$ cat config.mk
export PLATFORM = sky130hd
export DESIGN_NAME = seq_divider8
export DESIGN_NICKNAME = d
export VERILOG_FILES = /design/src/rtl/seq_divider8.sv
export SDC_FILE = /design/constraint.sdc
export NUM_CORES = 1
export LEC_CHECK = 0
export CAP_MARGIN = 20
export CELL_PAD_IN_SITES_DETAIL_PLACEMENT = 2
export CELL_PAD_IN_SITES_GLOBAL_PLACEMENT = 2
export CORE_MARGIN = 3
export CORE_UTILIZATION = 30
export CTS_BUF_LIST = sky130_fd_sc_hd__clkbuf_8 sky130_fd_sc_hd__clkbuf_16
export DETAILED_ROUTE_END_ITERATION = 6
export PLACE_DENSITY_LB_ADDON = 0.1
export SETUP_SLACK_MARGIN = 0.15
export SLEW_MARGIN = 0
export SYNTH_ARGS = -nofsm -noshare
export SYNTH_HDL_FRONTEND = slang
export SYNTH_SLANG_ARGS = --single-unit
$ cat constraint.sdc
create_clock -name clk -period 2.5 [get_ports clk]
set_input_delay 0.25 -clock clk [delete_from_list [all_inputs] [get_ports clk]]
set_output_delay 0.25 -clock clk [all_outputs]
set_load 0.1 [all_outputs]
$ cat src/rtl/seq_divider8.sv
// seq_divider8: iterative radix-2 restoring unsigned divider.
// One quotient bit per clock, MSB first, under a start/busy/done handshake.
// A zero divisor completes immediately with quotient all-ones,
// remainder = dividend and div_by_zero set.
module seq_divider8 #(
    parameter int WIDTH = 8
) (
    input  logic             clk,
    input  logic             rst,
    input  logic             start,
    input  logic [WIDTH-1:0] dividend,
    input  logic [WIDTH-1:0] divisor,
    output logic [WIDTH-1:0] quotient,
    output logic [WIDTH-1:0] remainder,
    output logic             busy,
    output logic             done,
    output logic             div_by_zero
);

    // Counter wide enough to index WIDTH iterations (0 .. WIDTH-1).
    localparam int CW = (WIDTH > 2) ? $clog2(WIDTH) : 1;
    localparam logic [CW-1:0] LAST_ITER = CW'(WIDTH - 1);

    typedef enum logic [1:0] {
        S_IDLE = 2'd0,
        S_RUN  = 2'd1,
        S_FIN  = 2'd2
    } state_t;

    state_t           r_state;
    state_t           w_state_nxt;

    // Working registers: partial remainder keeps a spare top bit so the
    // trial subtraction's sign is never lost.
    logic [WIDTH:0]   r_pr;
    logic [WIDTH-1:0] r_q;
    logic [WIDTH-1:0] r_dvs;
    logic [CW-1:0]    r_count;

    // Result registers, updated only at a completion edge.
    logic [WIDTH-1:0] r_quot;
    logic [WIDTH-1:0] r_rem;
    logic             r_dbz;

    logic             w_accept;
    logic             w_zero;
    logic             w_last;
    logic [WIDTH:0]   w_pr_shift;
    logic [WIDTH:0]   w_trial;
    logic             w_qbit;
    logic [WIDTH:0]   w_pr_nxt;
    logic [WIDTH-1:0] w_q_nxt;

    // start is honoured in IDLE and FIN; while RUN it is ignored.
    assign w_accept = start && (r_state != S_RUN);
    assign w_zero   = (divisor == '0);
    assign w_last   = (r_count == LAST_ITER);

    // One restoring iteration: shift {PR,Q} left, trial-subtract the divisor,
    // keep the difference only when it is non-negative.
    always_comb begin
        w_pr_shift = (r_pr << 1) | {{WIDTH{1'b0}}, r_q[WIDTH-1]};
        w_trial    = w_pr_shift - {1'b0, r_dvs};
        w_qbit     = ~w_trial[WIDTH];
        w_pr_nxt   = w_qbit ? w_trial : w_pr_shift;
        w_q_nxt    = {r_q[WIDTH-2:0], w_qbit};
    end

    // State register.
    // NOTE: sequential state is always written with non-blocking assignments
    // so every flop samples pre-edge values regardless of statement order.
    always_ff @(posedge clk or posedge rst) begin
        if (rst) begin
            r_state <= S_IDLE;
        end else begin
            r_state <= w_state_nxt;
        end
    end

    // Next-state logic: accept from IDLE/FIN, iterate in RUN, FIN lasts one cycle.
    // NOTE: the default assignment first guarantees no latch is inferred
    // for paths that do not assign the next state explicitly.
    always_comb begin
        w_state_nxt = r_state;
        case (r_state)
            S_IDLE, S_FIN: begin
                if (start) begin
                    w_state_nxt = w_zero ? S_FIN : S_RUN;
                end else begin
                    w_state_nxt = S_IDLE;
                end
            end
            S_RUN: begin
                if (w_last) begin
                    w_state_nxt = S_FIN;
                end
            end
            default: w_state_nxt = S_IDLE;
        endcase
    end

    // Operand capture, iteration and result registers.
    always_ff @(posedge clk or posedge rst) begin
        if (rst) begin
            r_pr    <= '0;
            r_q     <= '0;
            r_dvs   <= '0;
            r_count <= '0;
            r_quot  <= '0;
            r_rem   <= '0;
            r_dbz   <= 1'b0;
        end else if (w_accept) begin
            r_pr    <= '0;
            r_q     <= dividend;
            r_dvs   <= divisor;
            r_count <= '0;
            if (w_zero) begin
                // Divide-by-zero completes at the accepting edge itself.
                r_quot <= '1;
                r_rem  <= dividend;
                r_dbz  <= 1'b1;
            end
        end else if (r_state == S_RUN) begin
            r_pr    <= w_pr_nxt;
            r_q     <= w_q_nxt;
            r_count <= w_last ? '0 : r_count + 1'b1;
            if (w_last) begin
                r_quot <= w_q_nxt;
                r_rem  <= w_pr_nxt[WIDTH-1:0];
                r_dbz  <= 1'b0;
            end
        end
    end

    assign quotient    = r_quot;
    assign remainder   = r_rem;
    assign div_by_zero = r_dbz;
    assign busy        = (r_state == S_RUN);
    assign done        = (r_state == S_FIN);

endmodule

==> impl_metrics.tcl <==
set metrics [dict create \
    status "complete, no violations" \
    period_share_pct 98.0 \
    routed.top_layer "met4" \
    nNetsFinal 334 \
    vias 2094 \
    synth_most_common_cell "nand2_1" \
    yosys_warnings 0 \
    gp_congestion 0.782 \
    track_usage_pct 16.2 \
    antenna_found_initial 0 \
    root_buffer "clkbuf_8" \
    rsz0062_at_grt "yes" \
    worst_slew_pin_slew_ns 0.749 \
    hold_path.class "in -> async" \
    setup_tns_ns 0 \
    avgViaCountPerCell 5.14 \
    initial_core_util_pct 31.6 \
    synth.top_cells.by_count "nand2_1 (47), dfrtp_1 (46), o21ai_0 (33), mux2i_1 (12)" \
    cp_num_buf_inv 3 \
    netlist_instances 257 \
    htreeDepth 2 \
    ios 38 \
    synth_area_leaders "dfrtp_1 (46%), nand2_1 (7.1%), o21ai_0 (6.6%), ha_1 (5.0%), mux2i_1 (4.8%)" \
    finalHoldViolCount 0 \
    clock_skew_ns 0.0147 \
    drive_gt1_share_pct 23.6 \
    ys_seq_elements 46 \
    startpoint_type "register" \
    async_flop_share_pct 100 \
    ys_seq_area_share_pct 46.3 \
    drt-met1-wl_mm 3.59 \
    route.antenna.remaining_nets 0 \
    syn_area_per_cell_sq_um 9.68 \
    gr-total-overflow 0 \
    worst-setup-path-type "reg -> reg" \
    cap_viol_max_count 0 \
    cts_buffer_depth 2 \
    wl_met3_microns 213 \
    setup_viol 0 \
    cp-end-kind "register" \
    synth_top_area_share_pct 46.3 \
    chipHeight_microns 97.1 \
    die_area_sq_um 9420 \
    clk_pin_slew_worst_paths_ns 0.10 \
    max_slew_margin_pct 50.0 \
    num_rows 32 \
    worstPathArrival_ns 2.65 \
    synth_edf_count 0 \
    grt_pass1_vias 2312 \
    cp_top_family "compound AO/OA/AOI/OAI gates" \
    syn_to_final_growth_pct 28.2 \
    crit_slowest_cell "dfrtp_1" \
    grt_pass1_wl_mm 12.3 \
    place_hpwl_mm 5.38 \
    antenna_cells 0 \
    clk_latency_ns 0.30 \
    cts.sinks 46 \
    synth_cell_types 45 \
    drtIter0Drc 46 \
    first_pass_iters 6 \
    cp_max_fo 5 \
    io_buffers 37 \
    maxSlewViolCount 0 \
    cts_buffers 5 \
    syn_area_sq_um 2490 \
    wl_per_cell_microns 18.3 \
    placeableCoreArea_sq_um 7890 \
    synth_top_flop_cell "dfrtp_1" \
    crit_path_cell_trace "inv_2 > ha_4 > inv_2 > fa_2 > a211oi_2 > o211ai_1 > a221o_1 > buf_6 > a311o_1 > o211ai_1" \
    clock.fmax_mhz 408 \
    grt_start_max_net_pins 47 \
    wl_mm 7.45 \
    cts_tree "yes" \
    cp.required_ns 2.70 \
    drcViolationCount 0 \
    synth_top_cell_by_area "dfrtp_1" \
    filler_cell_count 869 \
    min_period_ns 2.45 \
    die_w_microns 97.1 \
    met2_length_mm 3.59 \
    crit_path_max_incr_delay_ns 0.40 \
    syn_nets 287 \
]
[kinds of logic after synthesis]
kind of cell / count (synthesis) / synth area share (%)
DFF: 46 / 46.3
xor gates and xnor gates: 4 / 1.41
AOI/OAI and AO/OA: 69 / 17.7
adders and majority gates: 11 / 5.83
and+or+nand+nor: 80 / 15.1
buffers and inverters: 26 / 4.63
muxes: 21 / 9.05
[flip-flops by register name (all words and copies together) (netlist names)]
| name | count |
|---|---|
| r_q | 8 |
| quotient | 8 |
| r_state | 2 |
| r_count | 3 |
| remainder | 8 |
| r_dvs | 8 |
| r_pr | 8 |
| div_by_zero | 1 |
[cell usage in the layout (no fill, tap or decap), types with 4 or more instances in the layout]
master / synthesis / final
inv_1: 11 / 8
a211oi_1: 4 / 4
dfrtp_1: 46 / 46
nand3_1: 11 / 11
buf_4: 0 / 33
a21oi_1: 7 / 7
xor2_1: 4 / 4
nor2_1: 7 / 7
ha_1: 10 / 9
nand2_1: 47 / 47
clkdlybuf4s50_1: 0 / 18
o21ai_0: 33 / 30
clkbuf_8: 0 / 5
o211ai_1: 4 / 4
mux2_2: 8 / 8
inv_2: 1 / 4
mux2i_1: 12 / 9
[worst min-delay path, delay by kind of cell]
kind	cells	cell delay, ns
buffers and inverters	3	0.96
[routing by layer]
layer / up-vias / track usage [%]
met3: 6 / 3.45
met5: - / 0
met4: 0 / 2.92
met1: 1055 / 22.1
met2: 31 / 27.0
li1: 1002 / -
[worst paths after layout]
check                                        start                        to  slack (ns)  depth (start not counted)
worst max-delay path            r_q[7]$_DFFE_PP0P_  remainder[7]$_DFFE_PP0P_        0.05                         10
worst min-delay path                           rst   quotient[6]$_DFFE_PP0P_        0.42                          3
worst max register to register  r_q[7]$_DFFE_PP0P_  remainder[7]$_DFFE_PP0P_        0.05                         10
worst min register to register  r_q[3]$_DFFE_PP0P_   quotient[4]$_DFFE_PP0P_        0.51                          2
max in group asynchronous                      rst      r_dvs[4]$_DFFE_PP0P_        1.66                          3
min in group clk                r_q[3]$_DFFE_PP0P_   quotient[4]$_DFFE_PP0P_        0.51                          2
[metrics by stage]
step                hold WS [ns]  setup slack (ns)  utilization [%]  std cells  instance area [sq um]
global route               0.468           -0.0785             40.5        407                   3190
global placement           0.489            0.0778             38.0        397                   3000
detailed placement         0.488           -0.0252             38.0        397                   3000
CTS                        0.444            0.0540             39.7        406                   3130
floorplan                  0.373             0.154                -        257                   2490
finish                     0.423            0.0509             40.5        407                   3190
[final cells by class]
class | count | area, sq um | share of cell area (%)
tap | 102 | 128 | 4.00
timing repair buffer | 54 | 470 | 14.7
clock buffer | 5 | 68.8 | 2.16
inverter | 12 | 45.0 | 1.41
clock inverter | 3 | 21.3 | 0.667
multi-input combinational | 185 | 1310 | 40.9
sequential | 46 | 1150 | 36.1
[repair_timing]
| item | in CTS | in global routing |
|---|---|---|
| setup buffers | 1 | 1 |
| pin swaps | 3 | 4 |
| gates resized for setup | 9 | 11 |
| hold buffers | 0 | 0 |
| endpoints found under the setup margin | 16 | 17 |
Power is not shown: default switching activity piles up to over one toggle a cycle in this logic, so the estimate is an artifact.
